File: config.mk
export PLATFORM = sky130hd
export DESIGN_NAME = ysyx_22040237_ifu
export DESIGN_NICKNAME = d
export VERILOG_FILES = /design/src/rtl/ysyx_22040237_ifu_pkg.sv /design/src/rtl/ysyx_22040237_ifu.sv
export SDC_FILE = /design/constraint.sdc
export NUM_CORES = 1
export LEC_CHECK = 0
export ABC_CLOCK_PERIOD_IN_PS = 3400
export CORE_MARGIN = 1.5
export CORE_UTILIZATION = 45
export CTS_CLUSTER_DIAMETER = 80
export CTS_CLUSTER_SIZE = 25
export DETAILED_ROUTE_END_ITERATION = 10
export GPL_TIMING_DRIVEN = 0
export PLACE_DENSITY_LB_ADDON = 0.08
export SLEW_MARGIN = 20
export SYNTH_ARGS = -nofsm -noshare
export SYNTH_HDL_FRONTEND = slang
export SYNTH_SLANG_ARGS = --single-unit
File: constraint.sdc
create_clock -name clk -period 3.4 [get_ports clk]
set_input_delay 0.51 -clock clk [delete_from_list [all_inputs] [get_ports clk]]
set_output_delay 0.51 -clock clk [all_outputs]
set_load 0.02 [all_outputs]
File: src/rtl/ysyx_22040237_ifu_pkg.sv
// ============================================================================
// Module  : ysyx_22040237_ifu_pkg
// Brief   : Shared widths, reset PC, IFU state encodings and invalid-inst word
// Revision: 1.0
// ============================================================================
`timescale 1ns/1ps
`default_nettype none

`ifndef ysyx_22040237_REG_WIDTH
`define ysyx_22040237_REG_WIDTH 64
`endif

package ysyx_22040237_ifu_pkg;

    localparam int unsigned c_reg_width    = `ysyx_22040237_REG_WIDTH;
    localparam logic [63:0] c_reset_pc     = 64'h0000_0000_8000_0000;
    // IDU treats an all-zero word as an invalid instruction.
    localparam logic [31:0] c_inst_invalid = 32'h0000_0000;

    typedef enum logic [1:0] {
        S_REQ  = 2'd0,
        S_WAIT = 2'd1,
        S_HOLD = 2'd2,
        S_DROP = 2'd3
    } ifu_state_e;

endpackage

`default_nettype wire

File: src/rtl/ysyx_22040237_ifu.sv
// ============================================================================
// Module  : ysyx_22040237_ifu
// Brief   : Fetch unit: owns PC, single outstanding fetch, one-entry IDU buffer
// Revision: 1.0
// ============================================================================
`timescale 1ns/1ps
`default_nettype none

module ysyx_22040237_ifu
    import ysyx_22040237_ifu_pkg::*;
#(
    parameter int              XLEN     = c_reg_width,
    parameter logic [XLEN-1:0] RESET_PC = c_reset_pc[XLEN-1:0]
) (
    input  logic            clk,
    input  logic            rst,
    output logic            mem_req_valid_o,
    input  logic            mem_req_ready_i,
    output logic [XLEN-1:0] mem_req_addr_o,
    input  logic            mem_rsp_valid_i,
    input  logic [31:0]     mem_rsp_data_i,
    input  logic            mem_rsp_err_i,
    input  logic            redirect_i,
    input  logic [XLEN-1:0] redirect_pc_i,
    output logic            valid_o,
    input  logic            ready_i,
    output logic [31:0]     inst_o,
    output logic [XLEN-1:0] pc_o,
    output logic            fault_o
);

    ifu_state_e      r_state, w_state_nxt;
    logic [XLEN-1:0] r_pc, w_pc_nxt;
    logic [XLEN-1:0] r_pc_out, w_pc_out_nxt;
    logic [31:0]     r_inst, w_inst_nxt;
    logic            r_valid, w_valid_nxt;
    logic            r_fault, w_fault_nxt;
    logic            w_misaligned;
    logic            w_req_fire;
    logic            w_outstanding;

    // Request valid is a pure decode of registered state, held low while reset is asserted.
    assign w_misaligned    = |r_pc[1:0];
    assign mem_req_valid_o = rst && (r_state == S_REQ) && !w_misaligned;
    assign mem_req_addr_o  = r_pc;
    assign w_req_fire      = mem_req_valid_o && mem_req_ready_i;

    // A memory response is still owed after this cycle; a redirect must then drain it.
    assign w_outstanding = ((r_state == S_WAIT) && !mem_rsp_valid_i) ||
                           ((r_state == S_REQ)  && w_req_fire)       ||
                           ((r_state == S_DROP) && !mem_rsp_valid_i);

    always_comb begin
        w_state_nxt  = r_state;
        w_pc_nxt     = r_pc;
        w_valid_nxt  = r_valid;
        w_inst_nxt   = r_inst;
        w_pc_out_nxt = r_pc_out;
        w_fault_nxt  = r_fault;

        case (r_state)
            S_REQ: begin
                if (w_misaligned) begin
                    w_valid_nxt  = 1'b1;
                    w_inst_nxt   = c_inst_invalid;
                    w_pc_out_nxt = r_pc;
                    w_fault_nxt  = 1'b1;
                    w_state_nxt  = S_HOLD;
                end else if (w_req_fire) begin
                    w_state_nxt = S_WAIT;
                end
            end
            S_WAIT: begin
                if (mem_rsp_valid_i) begin
                    w_valid_nxt  = 1'b1;
                    w_inst_nxt   = mem_rsp_data_i;
                    w_pc_out_nxt = r_pc;
                    w_fault_nxt  = mem_rsp_err_i;
                    w_state_nxt  = S_HOLD;
                end
            end
            S_HOLD: begin
                if (ready_i) begin
                    w_valid_nxt = 1'b0;
                    w_pc_nxt    = r_pc + XLEN'(4);
                    w_state_nxt = S_REQ;
                end
            end
            S_DROP: begin
                if (mem_rsp_valid_i) begin
                    w_state_nxt = S_REQ;
                end
            end
            default: w_state_nxt = S_REQ;
        endcase

        // Redirect overrides everything above, including a same-cycle consume.
        if (redirect_i) begin
            w_pc_nxt    = redirect_pc_i;
            w_valid_nxt = 1'b0;
            w_state_nxt = w_outstanding ? S_DROP : S_REQ;
        end
    end

    always_ff @(posedge clk or negedge rst) begin
        if (!rst) begin
            r_state  <= S_REQ;
            r_pc     <= RESET_PC;
            r_valid  <= 1'b0;
            r_inst   <= '0;
            r_pc_out <= '0;
            r_fault  <= 1'b0;
        end else begin
            r_state  <= w_state_nxt;
            r_pc     <= w_pc_nxt;
            r_valid  <= w_valid_nxt;
            r_inst   <= w_inst_nxt;
            r_pc_out <= w_pc_out_nxt;
            r_fault  <= w_fault_nxt;
        end
    end

    assign valid_o = r_valid;
    assign inst_o  = r_inst;
    assign pc_o    = r_pc_out;
    assign fault_o = r_fault;

endmodule

`default_nettype wire
* Yosys cells after proc, flatten, opt, wreduce, memory -nomap -nowiden
Index checks and enable logic that the tools add are counted.
Widths: inputs -> output; s select.
** Word-level totals
- Flip-flop bits (word level) :: 164
- Input port bits :: 103
- Output and inout bits :: 163
** Cells by class
- Add/sub/neg operators :: 1
- Equal/unequal tests :: 10
- Muxes and demuxes :: 24
- Reductions and logical operators :: 20
** Operator list (number)
- $mux 64 :: 5
- $pmux 64 s2 :: 1
- $add 64x3->64 const B :: 1
- $mux 32 :: 2
- $pmux 32 s2 :: 1
- $mux 2 :: 7
- $ne 3x3->1 const B :: 4
- $pmux 2 s4 :: 1
- $reduce_and 4->1 :: 2
- $logic_and 1x1->1 :: 6
- $reduce_bool 2->1 :: 3
- $mux 1 :: 5
- $eq 2x2->1 const B :: 2
- $ne 2x2->1 const B :: 2
- $ne 4x4->1 const B :: 1
- $reduce_bool 4->1 :: 1
- $pmux 1 s3 :: 1
- $reduce_and 3->1 :: 1
- $eq 2x1->1 const B :: 1
- $logic_not 1->1 :: 2
- $logic_not 2->1 :: 1
- $logic_or 1x1->1 :: 2
- $pmux 1 s2 :: 1
- $reduce_and 2->1 :: 1
- $reduce_or 2->1 :: 1

* Longest topological paths before layout
Gate-level depths: netlist of run 1.
- Word-level depth :: 9
- Depth in mapped cells :: 9
- Depth with buffers taken out :: 7

* Least setup slack after synthesis of run 1
No wires, ideal clock.
- Kind :: register to register
- From :: reg r_state[0]
- To :: reg r_pc[57], in the netlist mem_req_addr_o[57]
- Library setup time :: 0.104 ns
- Data arrival time :: 2.261 ns
- Data required time :: 3.296 ns
- Path slack :: 1.035 ns
- Cell stages (with the launch flop) :: 8
- Path buffers :: 0
- Clock period less this slack :: 2.365 ns
- Path through :: dfrtp_1 -> inv_1 -> ha_1 -> nand4_2 -> nor4_2 -> nand3_2 -> or4_1 -> o311ai_1
** Between the ends
- Longest elaborated chain between the ends :: 3
** RTL lines
- start: declaration :: RTL line ysyx_22040237_ifu.sv:32 : ifu_state_e r_state, w_state_nxt;
- start signal: assignment :: RTL line ysyx_22040237_ifu.sv:114 : r_state <= w_state_nxt;
- $eq 2x2->1 :: RTL line ysyx_22040237_ifu.sv:61 : case (r_state)
- $reduce_bool 2->1 (no source line)
- $reduce_and 2->1 (no source line)
- end signal: assignment :: RTL line ysyx_22040237_ifu.sv:115 : r_pc <= w_pc_nxt;
- end: declaration :: RTL line ysyx_22040237_ifu.sv:33 : logic [XLEN-1:0] r_pc, w_pc_nxt;
No other way between the ends.
A chain may end at the register's enable or synchronous reset.

* Worst setup path after layout of run 1
- From :: reg r_state[1]
- To :: reg r_inst[16], in the netlist inst_o[16]
** Between the ends
- Longest elaborated chain between the ends :: 3
- Elaborated cells on any way between the ends :: 7
- Classes of those cells :: 3 x eq/ne; 1 x mux; 3 x reduce/logical
** RTL lines
- $eq 2x1->1 / $logic_not 2->1 (equally long branches) :: RTL line ysyx_22040237_ifu.sv:61
- $ne 2x2->1 (no source line) / $reduce_bool 2->1 (equally long branches)
- $reduce_and 3->1 (no source line)
- end signal: assignment :: RTL line ysyx_22040237_ifu.sv:117 : r_inst <= w_inst_nxt;
- end: declaration :: RTL line ysyx_22040237_ifu.sv:35 : logic [31:0] r_inst, w_inst_nxt;
Parallel ways exist; a longest one is shown, timed or not.

==> summary by stage, run 1 <==
Routing
The number of nets with antenna violations after detailed routing is 0. After detailed routing, the number of remaining DRC violations is 0. The overall routed net length is 23400 um. Dividing the detail-routed wire length by the instance count gives around 17 um. The vias per cell is 5.27. For this block, the initial DRC count from the detailed router was 363. The final route contains approximately 7300 vias. The number of detailed-routing iterations run before antenna repair is 7.

Logic synthesis
The most used flip-flop cell after synthesis is dfrtp_1. The synthesized instance count is just under 900. The synthesized design contains 0 enable-type register cells. The fraction of registers with async set/reset is 100%. The cell area after synthesis is ~7700 um^2. The post-synthesis average cell area is 8.82 um^2.

Sequential elements use between 50% and 60% of the synthesized area. The number of warnings printed during yosys synthesis is 0. The count of different cell masters after synthesis is between 40 and 50. The synthesized flop and latch total is 164. When the netlist entered floorplanning its net count stood at roughly 980.

Floorplanning
The initial standard-cell utilization of the core is approximately 46%. The chip height is 134 um. Measured along the x axis, the die boundary spans 134 um. The total area inside the core boundary comes to 16600 um^2. After floorplanning, the core was divided into between 40 and 50 placement rows. roughly 270 I/O pins were placed. The floorplan step defined a die boundary enclosing between 15000 and 20000 um^2.

STA
The final clock period utilization by the worst path is 90.5%. The number of hold violations in the final report is 0. The worst slew slack as a fraction of its limit is roughly two fifths. On the final layout, the worst clock skew is slightly below 0.01 ns. Setup repair after global routing left no endpoint under its margin. The time the final worst path needs with I/O delays and setup is 3.08 ns. After routing, the total negative slack on setup checks comes to 0 ns. The number of max-slew violations in the final report is 0. The highest achievable clock rate is 0.325 GHz. The actual slew at the worst max-slew pin is about 0.9 ns.

The setup-violating endpoint count in the final report is 0. The least setup slack across all paths after layout is roughly 0.32 ns.

CTS
After clock tree synthesis, the setup repair step added 0 buffers. The tree is rooted in a clkbuf_16. In this run the number of H-tree levels came out at 4.

The clock latency of the later-clocked register in the worst-skew pair is roughly 0.42 ns. The total of cells resized after clock tree synthesis is 0. Counting the buffers created by CTS gives 17.

Hold repair after CTS inserted 0 buffers. TritonCTS built the clock tree. The clock net in this run drives a total of about 160 sinks. After clock tree synthesis, the clock-pin slew on the worst setup and hold paths is around 0.06 ns.

The clock passes through at most 2 buffers.

Global routing
The initial antenna violation count is 0. Entering global routing, the biggest net connects between 90 and 100 pins. The global-route total usage across every layer is roughly a quarter. The total global routing overflow is 0. The number of global-route vias before repair came to 7075.

The global-route wire length before repair is ~37000 um.

Layout
The final cell count without fillers is roughly 1400. The antenna diode count is 0. The layout overhead on the synthesized area is 45.7%. Cells with a size suffix above 1 make up under 10% of the layout. After the last flow step, the layout net total stands at roughly 1300. The post-route cell area is 11200 um^2.

Place
Once detailed placement completed, the half-perimeter wirelength came to between 15000 and 20000 um. The post-detailed-placement cell area is approximately 11000 um^2. The instance count after placement with tap cells included is approximately 1400. The final weighted congestion in routability-driven placement is roughly 0.83. At the placement stage, the worst setup path has a slack of about 0.16 ns. In this run the tool buffered the top-level ports with approximately 260 buffer cells.

Worst setup path
The classification of the worst setup path is reg2reg. At the worst endpoint, the required time is 3.75 ns. Along the worst path, the maximum fanout reaches 10. For the worst setup path, the data arrival time is 3.43 ns. The kind of launch point of the worst setup path is a flop. STA classifies the critical path endpoint as a flop.

The critical path starts at r_state[1]$_DFFE_PN0P_. The startpoint of the worst register-to-register path is r_state[1]$_DFFE_PN0P_.

Pwr
The clock share of power is between 20% and 30%. The net switching component of the power is between 3 and 4 mW. The power consumption is 8.36 mW. Net switching is between 30% and 40% of the power. For this design the static power due to leakage is 4.87 nW. The internal portion of total power is approximately 5.1 mW. Across the VDD grid, the largest voltage drop is between 0.0004 and 0.0005 V. The power density over the cells is ~740 nW/um^2.

The sequential share of power is 34.8%. The share of total power dissipated in combinational logic is a little over two fifths.

Job
Max-cap violations in this run came to 0.

Outcome
The run finished with clean final reports.

Min path
The kind of path behind the tightest hold check is in2async.
Yosys cell counts (2+ instances only):
| cell | instances | area share (%) |
|---|---|---|
| a31oi_1 | 24 | 1.9 |
| and2_1 | 5 | 0.41 |
| and3_1 | 9 | 0.73 |
| and4_1 | 3 | 0.34 |
| buf_1 | 3 | 0.15 |
| buf_2 | 2 | 0.13 |
| clkbuf_1 | 43 | 2.1 |
| dfrtp_1 | 163 | 53 |
| ha_1 | 6 | 0.97 |
| inv_1 | 8 | 0.39 |
| mux2_2 | 10 | 1.5 |
| nand2_1 | 320 | 16 |
| nand3_1 | 47 | 3.1 |
| nand4_1 | 29 | 2.4 |
| nand4b_1 | 2 | 0.23 |
| nor2_1 | 39 | 1.9 |
| nor2b_1 | 3 | 0.24 |
| nor3_1 | 7 | 0.45 |
| nor4_1 | 5 | 0.41 |
| nor4_2 | 2 | 0.32 |
| o21ai_0 | 43 | 2.8 |
| o31a_1 | 2 | 0.23 |
| o31ai_1 | 13 | 1.3 |
| o41ai_1 | 4 | 0.45 |
| or2_2 | 2 | 0.16 |
| or3_1 | 8 | 0.65 |
| or3_2 | 2 | 0.19 |
| or4_1 | 16 | 1.6 |
| or4b_1 | 2 | 0.26 |
| xnor2_1 | 13 | 1.5 |
| xor2_1 | 22 | 2.5 |
power groups by stage:
stage | combinational, mW | clock, mW | sequential, mW
floorplan | 1.20 | 0 | 3.56
global placement | 3.54 | 0 | 2.93
detailed placement | 3.60 | 0 | 2.94
CTS | 3.61 | 1.90 | 2.91
global route | 3.90 | 1.97 | 2.99
finish | 3.57 | 1.88 | 2.91
worst paths after layout:
kind                       depth (start not counted)  slack [ns]                       endpoint
max                                                9        0.32         inst_o[16]$_DFFE_PN0P_
min                                                1        0.12           pc_o[48]$_DFFE_PN0P_
max reg2reg                                        9        0.32         inst_o[16]$_DFFE_PN0P_
min reg2reg                                        2        0.46          inst_o[6]$_DFFE_PN0P_
max in group asynchronous                          2        2.44  mem_req_addr_o[7]$_DFFE_PN0N_
min in group clk                                   2        0.46          inst_o[6]$_DFFE_PN0P_
through the flow:
stage,utilization (%),hold WS [ns]
after detailed placement,64.0,0.455
after CTS,67.5,0.139
after global placement,63.8,0.448
final,67.5,0.118
after floorplan,-,0.214
after global routing,67.5,0.173
flip-flops by register name, indices dropped and copies added, names as in the netlist:
| signal | cells |
|---|---|
| fault_o | 1 |
| valid_o | 1 |
| r_state | 2 |
| mem_req_addr_o | 64 |
| pc_o | 64 |
| inst_o | 32 |
final cells by class:
type	instances	area, um^2
fillers	1427	5410
flip-flops and latches	164	4110
multi-input cells	653	3380
repair buffers	265	2680
clock buffers	22	474
well taps	220	275
plain buffers	49	188
clock inverters	10	98.8
inverters	8	30.0
cells by family (layout without fill, tap and decap cells):
| logic type | count (synthesis) | after routing | share of synthesized area, % |
|---|---|---|---|
| and+or+nand+nor | 509 | 509 | 30.1 |
| DFF | 164 | 164 | 53.3 |
| AOI/OAI and AO/OA | 92 | 92 | 7.31 |
| buffers and inverters | 57 | 354 | 2.82 |
| xor gates and xnor gates | 35 | 35 | 3.98 |
| muxes | 11 | 11 | 1.59 |
| adders and majority gates | 6 | 6 | 0.974 |
layer usage:
metal	global-route usage (%)	wire, um
met2	41.7	11000
met3	6.16	1500
met1	35.6	10500
met4	8.39	450
met5	0	0
layout by cell type (no fill, tap or decap), types with 16 or more instances in the layout:
cell               n
or4_1             16
xor2_1            22
clkbuf_1          45
nor2_1            39
nand3_1           47
dfrtp_1          163
clkdlybuf4s50_1  263
nand2_1          320
a31oi_1           24
o21ai_0           43
nand4_1           29
clkbuf_16         17
critical path, cell delays in order (launching register included):
cell and delay (ns):
dfrtp_1 0.41, inv_1 0.12, ha_1 0.15, clkbuf_1 0.36, mux2_2 0.42, nand2_1 0.50, clkbuf_1 0.48, clkbuf_1 0.41
nand2_1 0.09, nand2_1 0.08
No activity file was read; power rests on OpenSTA's default activity.
==> run 2, diff against run 1 <==
--- a/config.mk
+++ b/config.mk
@@ -5,9 +5,9 @@
 export SDC_FILE = /design/constraint.sdc
 export NUM_CORES = 1
 export LEC_CHECK = 0
-export ABC_CLOCK_PERIOD_IN_PS = 3400
+export ABC_CLOCK_PERIOD_IN_PS = 2670
 export CORE_MARGIN = 1.5
-export CORE_UTILIZATION = 45
+export CORE_UTILIZATION = 41
 export CTS_CLUSTER_DIAMETER = 80
 export CTS_CLUSTER_SIZE = 25
 export DETAILED_ROUTE_END_ITERATION = 10
==> constraint.sdc (replaced) <==
create_clock -name clk -period 2.67 [get_ports clk]
set_input_delay 0.4005 -clock clk [delete_from_list [all_inputs] [get_ports clk]]
set_output_delay 0.4005 -clock clk [all_outputs]
set_load 0.02 [all_outputs]
==> summary by stage, run 2 (synthesized netlist as in run 1, its figures left out) <==
Outcome
The run finished with clean final reports.

Floorplanning
In this run the core area contains 49 standard-cell rows. In this run the horizontal extent of the chip is 140 um. The die footprint is ~20000 um^2. The count of pins on the block boundary is between 200 and 300. Measured along the y axis, the die boundary spans ~140 um. The initial standard-cell utilization of the core is a little over two fifths.

After floorplanning, the core was sized to cover around 18000 um^2.

Worst setup path
The arrival time at the worst endpoint is ~2.8 ns. The largest stage delay on the critical path is 0.57 ns. Counting both buffers and inverters, the worst setup path holds a total of 3.

The type of element capturing the critical path is a flop. The signal on the critical path passes through nand3_1 > or2_2 > clkbuf_1 > nand4b_1 > clkbuf_2 > clkbuf_4 > o31ai_1 > a31oi_1. The worst-path cell with the longest stage delay is dfstp_2. The worst path required time is between 2 and 3 ns.

The classification of the worst setup path is reg2reg. The worst setup path is launched from a flop. The maximum fanout along the worst path is 10.

Counting buffers and inverters, the worst setup path is 8 cells deep. Measured in cells, the most critical reg-to-reg path has a length of 8. The top cell family by delay on the critical path is buffers and inverters. The worst register-to-register path has a setup slack of 0.12 ns.

Routing
The detailed-route DRC error count is 0. Detailed routing placed a total of between 10000 and 15000 um of wire on met2. The detailed-route wire length per cell is between 15 and 20 um. The routed design has around 24000 um of wire. For this run, the detailed router's first-pass iteration total came to 4. After the first detailed-routing iteration, the DRC count stood at 424. The number of vias after detailed routing is 7395. The highest routed metal layer is met4. In the detailed route, the total length drawn on met3 is about 1800 um.

The wire length on met1 is 11100 um. Once detail routing completed, the nets flagged for antenna violations numbered 0. The vias per cell is approximately 5.3.

Layout
The leading cell type in the layout, fill and taps excluded is nand2_1. The layout overhead on the synthesized area is 48.1%. Summing all flip-flop and latch instances after layout gives about 4100 um^2.

The antenna diode count is 0. The post-layout net count is about 1300. The filler cells instantiated in the layout total around 1600. The finished cells cover about 11000 um^2. In the final layout, the multi-input gates occupy 3430 um^2.

In the layout the commonest cells are nand2_1 (319), clkdlybuf4s50_1 (262), dfrtp_1 (163). The share of post-route cells with drive strength above 1 is 6.38%.

Min path
The kind of path behind the tightest hold check is reg2reg. The number of cells on the worst hold path is 2.

CTS
Counting along the longest clock path gives a buffer depth of 2. The number of clock sinks seen by CTS is ~160. The H-tree was split into 4 levels. TritonCTS built the clock tree. In this run the clock root is driven by a clkbuf_16. The clock latency of the later-clocked register in the worst-skew pair is between 0.4 and 0.5 ns. Counting the buffers created by CTS gives 17. The clock-pin slew reported for the worst setup and hold paths after clock tree synthesis is 0.07 ns.

Pwr
Combinational cells account for between 40% and 50% of the total power. For this design the ratio of total power to cell area is 946 nW/um^2. The static leakage is around 5.0 nW. The internal portion of total power is 6.54 mW. Sequential cells burn between 30% and 40% of the power. The clock network burns a little under a quarter of the power. Across the VDD grid, the largest voltage drop is 0.000586 V. In this run switching power makes up a little under 40% of total power. The analysis attributes to net switching a power of ~4.3 mW.

Job
The max-cap check violation count is 0.

STA
Setup violations remaining at the end of the flow were counted as 0. At the pin with the least slew margin, the transition time is between 0.5 and 0.6 ns. The number of hold violations in the final report is 0. Based on the critical path, the design can be clocked at up to about 0.39 GHz. The routed design could run at a clock period as short as ~2.5 ns.

In the post-route analysis, the smallest setup slack over all paths is approximately 0.12 ns. The final worst clock skew is 0.0116 ns. The worst path uses about 95% of the clock period. The number of max-slew violations in the final report came to 0. The worst pin sits at a relative slew slack of between 60% and 70%.

Global routing
The initial antenna violation count is 0. Global routing used roughly 25% of the available tracks across all layers. Entering global routing, the biggest net connects 71 pins. The total global routing overflow is 0. The first global-routing pass estimated 39000 um of wire. The number of global-route vias before repair is 7168.

Place
Buffers placed on the I/O ports in this run total 264. The placed wire-length estimate is 17300 um. The worst slack at placement is -0.494 ns. After detailed placement, the total cell area comes to around 11000 um^2. The final weighted congestion in routability-driven placement is 0.790.
-- run 2: changes by cell type in the layout (fill, tap and decap cells not counted), sizes merged, moves of 2 or more --
cell         change
buf              +4
clkinvlp         -2
dlygate4sd3      +2
clkbuf           -5
inv              +3
-- run 2: cell type report --
class,count,share of cell area (%)
buffer,47,1.68
clock buffer,19,3.88
clock inverter,13,1.30
inverter,8,0.263
multi-input combinational,653,30.0
sequential,164,36.0
tap,229,2.51
timing repair buffer,272,24.4
-- run 2: timing repair --
item / CTS / global route
endpoints found under the hold margin: 70 / 0
resized for setup: 9 / 9
pin swaps: 2 / 1
endpoints found under the setup margin: 113 / 96
gates cloned: 1 / 0
setup buffers: 2 / 1
hold buffers: 3 / 0
-- run 2: metrics by stage --
stage | hold slack (ns) | total power [mW] | std cells | setup TNS (ns) | utilization, %
floorplan | 0.105 | 6.07 | 874 | 0 | -
global placement | 0.449 | 8.27 | 1367 | -999.44 | 58.4
detailed placement | 0.406 | 8.33 | 1368 | -23.04 | 58.6
CTS | 0.468 | 10.9 | 1405 | 0 | 62.5
global route | 0.493 | 11.5 | 1405 | -0.00430 | 62.7
finish | 0.465 | 10.8 | 1405 | 0 | 62.7
-- run 2: worst register-to-register path: cells and delay by family, from the launching register on --
kind                   cells  cell delay (ns)
AO/OA/AOI/OAI              2             0.46
buffers and inverters      3             0.68
AND/OR/NAND/NOR            3             0.68
flip-flops                 1             0.57
-- run 2: power groups by stage --
stage               logic, mW  registers, mW  clock network (mW)
floorplan                1.53           4.54                   0
global placement         4.54           3.73                   0
detailed placement       4.60           3.73                   0
CTS                      4.63           3.70                2.52
global route             5.04           3.80                2.62
finish                   4.60           3.70                2.50
-- run 2: worst paths after layout --
check	start	to
worst max-delay path	mem_req_addr_o[31]$_DFFE_PN1N_	mem_req_addr_o[54]$_DFFE_PN0N_
max in group asynchronous	rst	mem_req_addr_o[31]$_DFFE_PN1N_
worst min register to register	inst_o[13]$_DFFE_PN0P_	inst_o[13]$_DFFE_PN0P_
min in group asynchronous	rst	pc_o[46]$_DFFE_PN0P_
worst max register to register	mem_req_addr_o[31]$_DFFE_PN1N_	mem_req_addr_o[54]$_DFFE_PN0N_
worst min-delay path	inst_o[13]$_DFFE_PN0P_	inst_o[13]$_DFFE_PN0P_
-- run 2: metal layers --
layer,GRT usage [%],up-vias
li1,-,3557
met1,35.2,3541
met2,39.4,268
met4,6.76,0
met5,0,-
met3,6.19,29
==> run 3, diff against run 2 <==
--- a/config.mk
+++ b/config.mk
@@ -6,11 +6,13 @@
 export NUM_CORES = 1
 export LEC_CHECK = 0
 export ABC_CLOCK_PERIOD_IN_PS = 2670
+export CORE_ASPECT_RATIO = 0.75
 export CORE_MARGIN = 1.5
 export CORE_UTILIZATION = 41
 export CTS_CLUSTER_DIAMETER = 80
 export CTS_CLUSTER_SIZE = 25
 export DETAILED_ROUTE_END_ITERATION = 10
+export GPL_ROUTABILITY_DRIVEN = 0
 export GPL_TIMING_DRIVEN = 0
 export PLACE_DENSITY_LB_ADDON = 0.08
 export SLEW_MARGIN = 20
==> summary by stage, run 3 (synthesized netlist as in run 1, its figures left out) <==
Worst setup path
The critical path ends at mem_req_addr_o[57]$_DFFE_PN0N_. The critical path launch point is r_state[0]$_DFFE_PN0P_. The worst path required time is roughly 3 ns.

The critical path is of the reg2reg type. In this run the worst path has a maximum fanout of 9. The worst reg2reg path depth is 7. Setup slack on the worst reg-to-reg path comes out at roughly 0.14 ns. The startpoint identified for the worst register-to-register timing path is r_state[0]$_DFFE_PN0P_. In this run the critical register-to-register path is captured at mem_req_addr_o[57]$_DFFE_PN0N_. STA classifies the critical path startpoint as a flop. Data on the critical path arrives at its endpoint at roughly 2.9 ns.

The worst setup path is captured at a flop.

Layout
0 antenna diodes ended up in the layout. In the layout the commonest cells are nand2_1 (319), clkdlybuf4s50_1 (263), dfrtp_1 (162). The layout overhead on the synthesized area is 47.4%. After the last flow step, the layout net total stands at around 1300. Cells fill about three fifths of the core in the end. Cells with a size suffix above 1 make up between 6 and 7% of the layout.

The filler cells instantiated in the layout total around 1600. The library cell used most frequently in the layout, excluding fill and tap cells, is nand2_1.

Global routing
The global-route wire length before repair is 38600 um. The global-route total usage across every layer is roughly 25%. Entering global routing, the biggest net connects 86 pins. The initial antenna violation count was 1.

The total global routing overflow is 0. The number of global-route vias before repair came to roughly 7000.

CTS
The clock tree from TritonCTS is done. The clock-pin slew reported for the worst setup and hold paths after clock tree synthesis is roughly 0.070 ns. The tree is rooted in a clkbuf_16.

The maximum clock insertion buffer count is 2. The clock latency of the later-clocked register in the worst-skew pair is about 0.43 ns. The H-tree depth is 4. The number of buffers added by the clock tree synthesis step is 17. The tree built by TritonCTS fans out to 164 sinks.

Floorplanning
Once the floorplan was initialized, standard cells occupied between 40% and 50% of the core. The standard cell core area is approximately 18000 um^2. The floorplan step defined a die boundary enclosing about 20000 um^2. In this run the horizontal extent of the chip is ~160 um.

The count of pins on the block boundary is roughly 270. After floorplanning, the core was divided into 43 placement rows. The chip height is roughly 120 um.

Outcome
The flow ran to the end, but the final reports show violations. The checks that failed: negative hold slack.

Routing
The detailed-route wire length per cell is 17.2 um. In the routed design, unresolved DRC markers number 0. The final layout contains routed wiring with a total length of 24400 um. The number of vias after detailed routing is roughly 7400. The number of nets with antenna violations after detailed routing is 0. Before antenna repair, the detailed router went through 5 iterations. The first routing iteration left between 600 and 700 violations.

Using the TritonRoute via totals, the vias-per-cell ratio works out to 5.20.

Pwr
VDD sags by at most 0.000473 V. Dividing total power by cell area gives a power density of between 900 and 1000 nW/um^2. The power consumption is roughly 11 mW. The static leakage is around 5 nW.

STA
The number of hold violations in the final report came to 80. The worst slew slack as a fraction of its limit is 54.0%. Hold timing on the final database bottoms out at a slack of -0.112 ns.

In the post-route analysis, the smallest setup slack over all paths is 0.145 ns. The number of max-slew violations in the final report is 0. Based on the critical path, the design can be clocked at up to ~0.4 GHz. Setup repair after global routing could not meet its margin everywhere. Setup total negative slack on the finished layout was measured at 0 ns. The setup-violating endpoint count in the final report is 0. The clock arrives with around 0.011 ns of skew. At the pin with the least slew margin, the transition time is between 0.6 and 0.7 ns.

The time the final worst path needs with I/O delays and setup is between 2 and 3 ns. The final clock period utilization by the worst path is between 90% and 100%.

Min path
The kind of path behind the tightest hold check is in2async.

Place
Buffers placed on the I/O ports in this run total about 260. The worst slack at placement is -0.581 ns. The placed wire-length estimate is about 18000 um.

Job
The max-cap check violation count is 0.
==> run 3: what timing repair did <==
action,in CTS,in global routing
pin swaps,2,1
resized for setup,9,14
buffers inserted,2,1
setup endpoints to repair,116,105
endpoints found under the hold margin,80,80
==> run 3: critical path: stages, from the launching register on <==
cell      delay [ns]
dfrtp_1         0.41
inv_1           0.12
ha_2            0.28
nand4_4         0.20
nor4_4          0.38
nand3_2         0.27
or4_1           0.52
o311ai_1        0.23
==> run 3: worst min path at each step <==
stage,from,to,cells past startpoint
final,rst,pc_o[13]$_DFFE_PN0P_,1
after global routing,rst,pc_o[13]$_DFFE_PN0P_,1
after CTS,rst,pc_o[15]$_DFFE_PN0P_,1
after detailed placement,rst,pc_o[15]$_DFFE_PN0P_,1
after global placement,inst_o[22]$_DFFE_PN0P_,inst_o[22]$_DFFE_PN0P_,2
after floorplan,rst,fault_o$_DFFE_PN0P_,0
==> run 3: power by group <==
| part | leakage [nW] | internal [mW] | switching [mW] |
|---|---|---|---|
| Combinational | 2.65 | 1.91 | 2.68 |
| Clock | 0.291 | 1.37 | 1.12 |
| Sequential | 2.02 | 3.20 | 0.516 |
==> run 3: metal layers <==
metal / global-route usage [%] / part of all wire [%] / wire (um)
met2: 38.1 / 43 / 10600
met4: 6.13 / 1.0 / 248
met5: 0 / 0 / 0
met3: 6.91 / 8.0 / 1960
met1: 36.4 / 48 / 11600
==> run 3: layout make-up <==
cell class | instances | area [um^2] | area share (%)
Inverter | 8 | 30.0 | 0.264
Tap cell | 247 | 309 | 2.72
Sequential cell | 164 | 4110 | 36.2
Timing Repair Buffer | 268 | 2700 | 23.8
Buffer | 47 | 191 | 1.69
Multi-Input combinational cell | 653 | 3430 | 30.2
Clock inverter | 13 | 138 | 1.21
Clock buffer | 19 | 453 | 3.99
==> run 3: metrics by stage <==
| step | hold slack [ns] | instances | cell area, um^2 |
|---|---|---|---|
| after floorplan | 0.105 | 874 | 7710 |
| after global placement | 0.449 | 1385 | 10700 |
| after detailed placement | 0.440 | 1386 | 10700 |
| after CTS | -0.0995 | 1419 | 11300 |
| after global routing | -0.0911 | 1419 | 11400 |
| final | -0.112 | 1419 | 11400 |
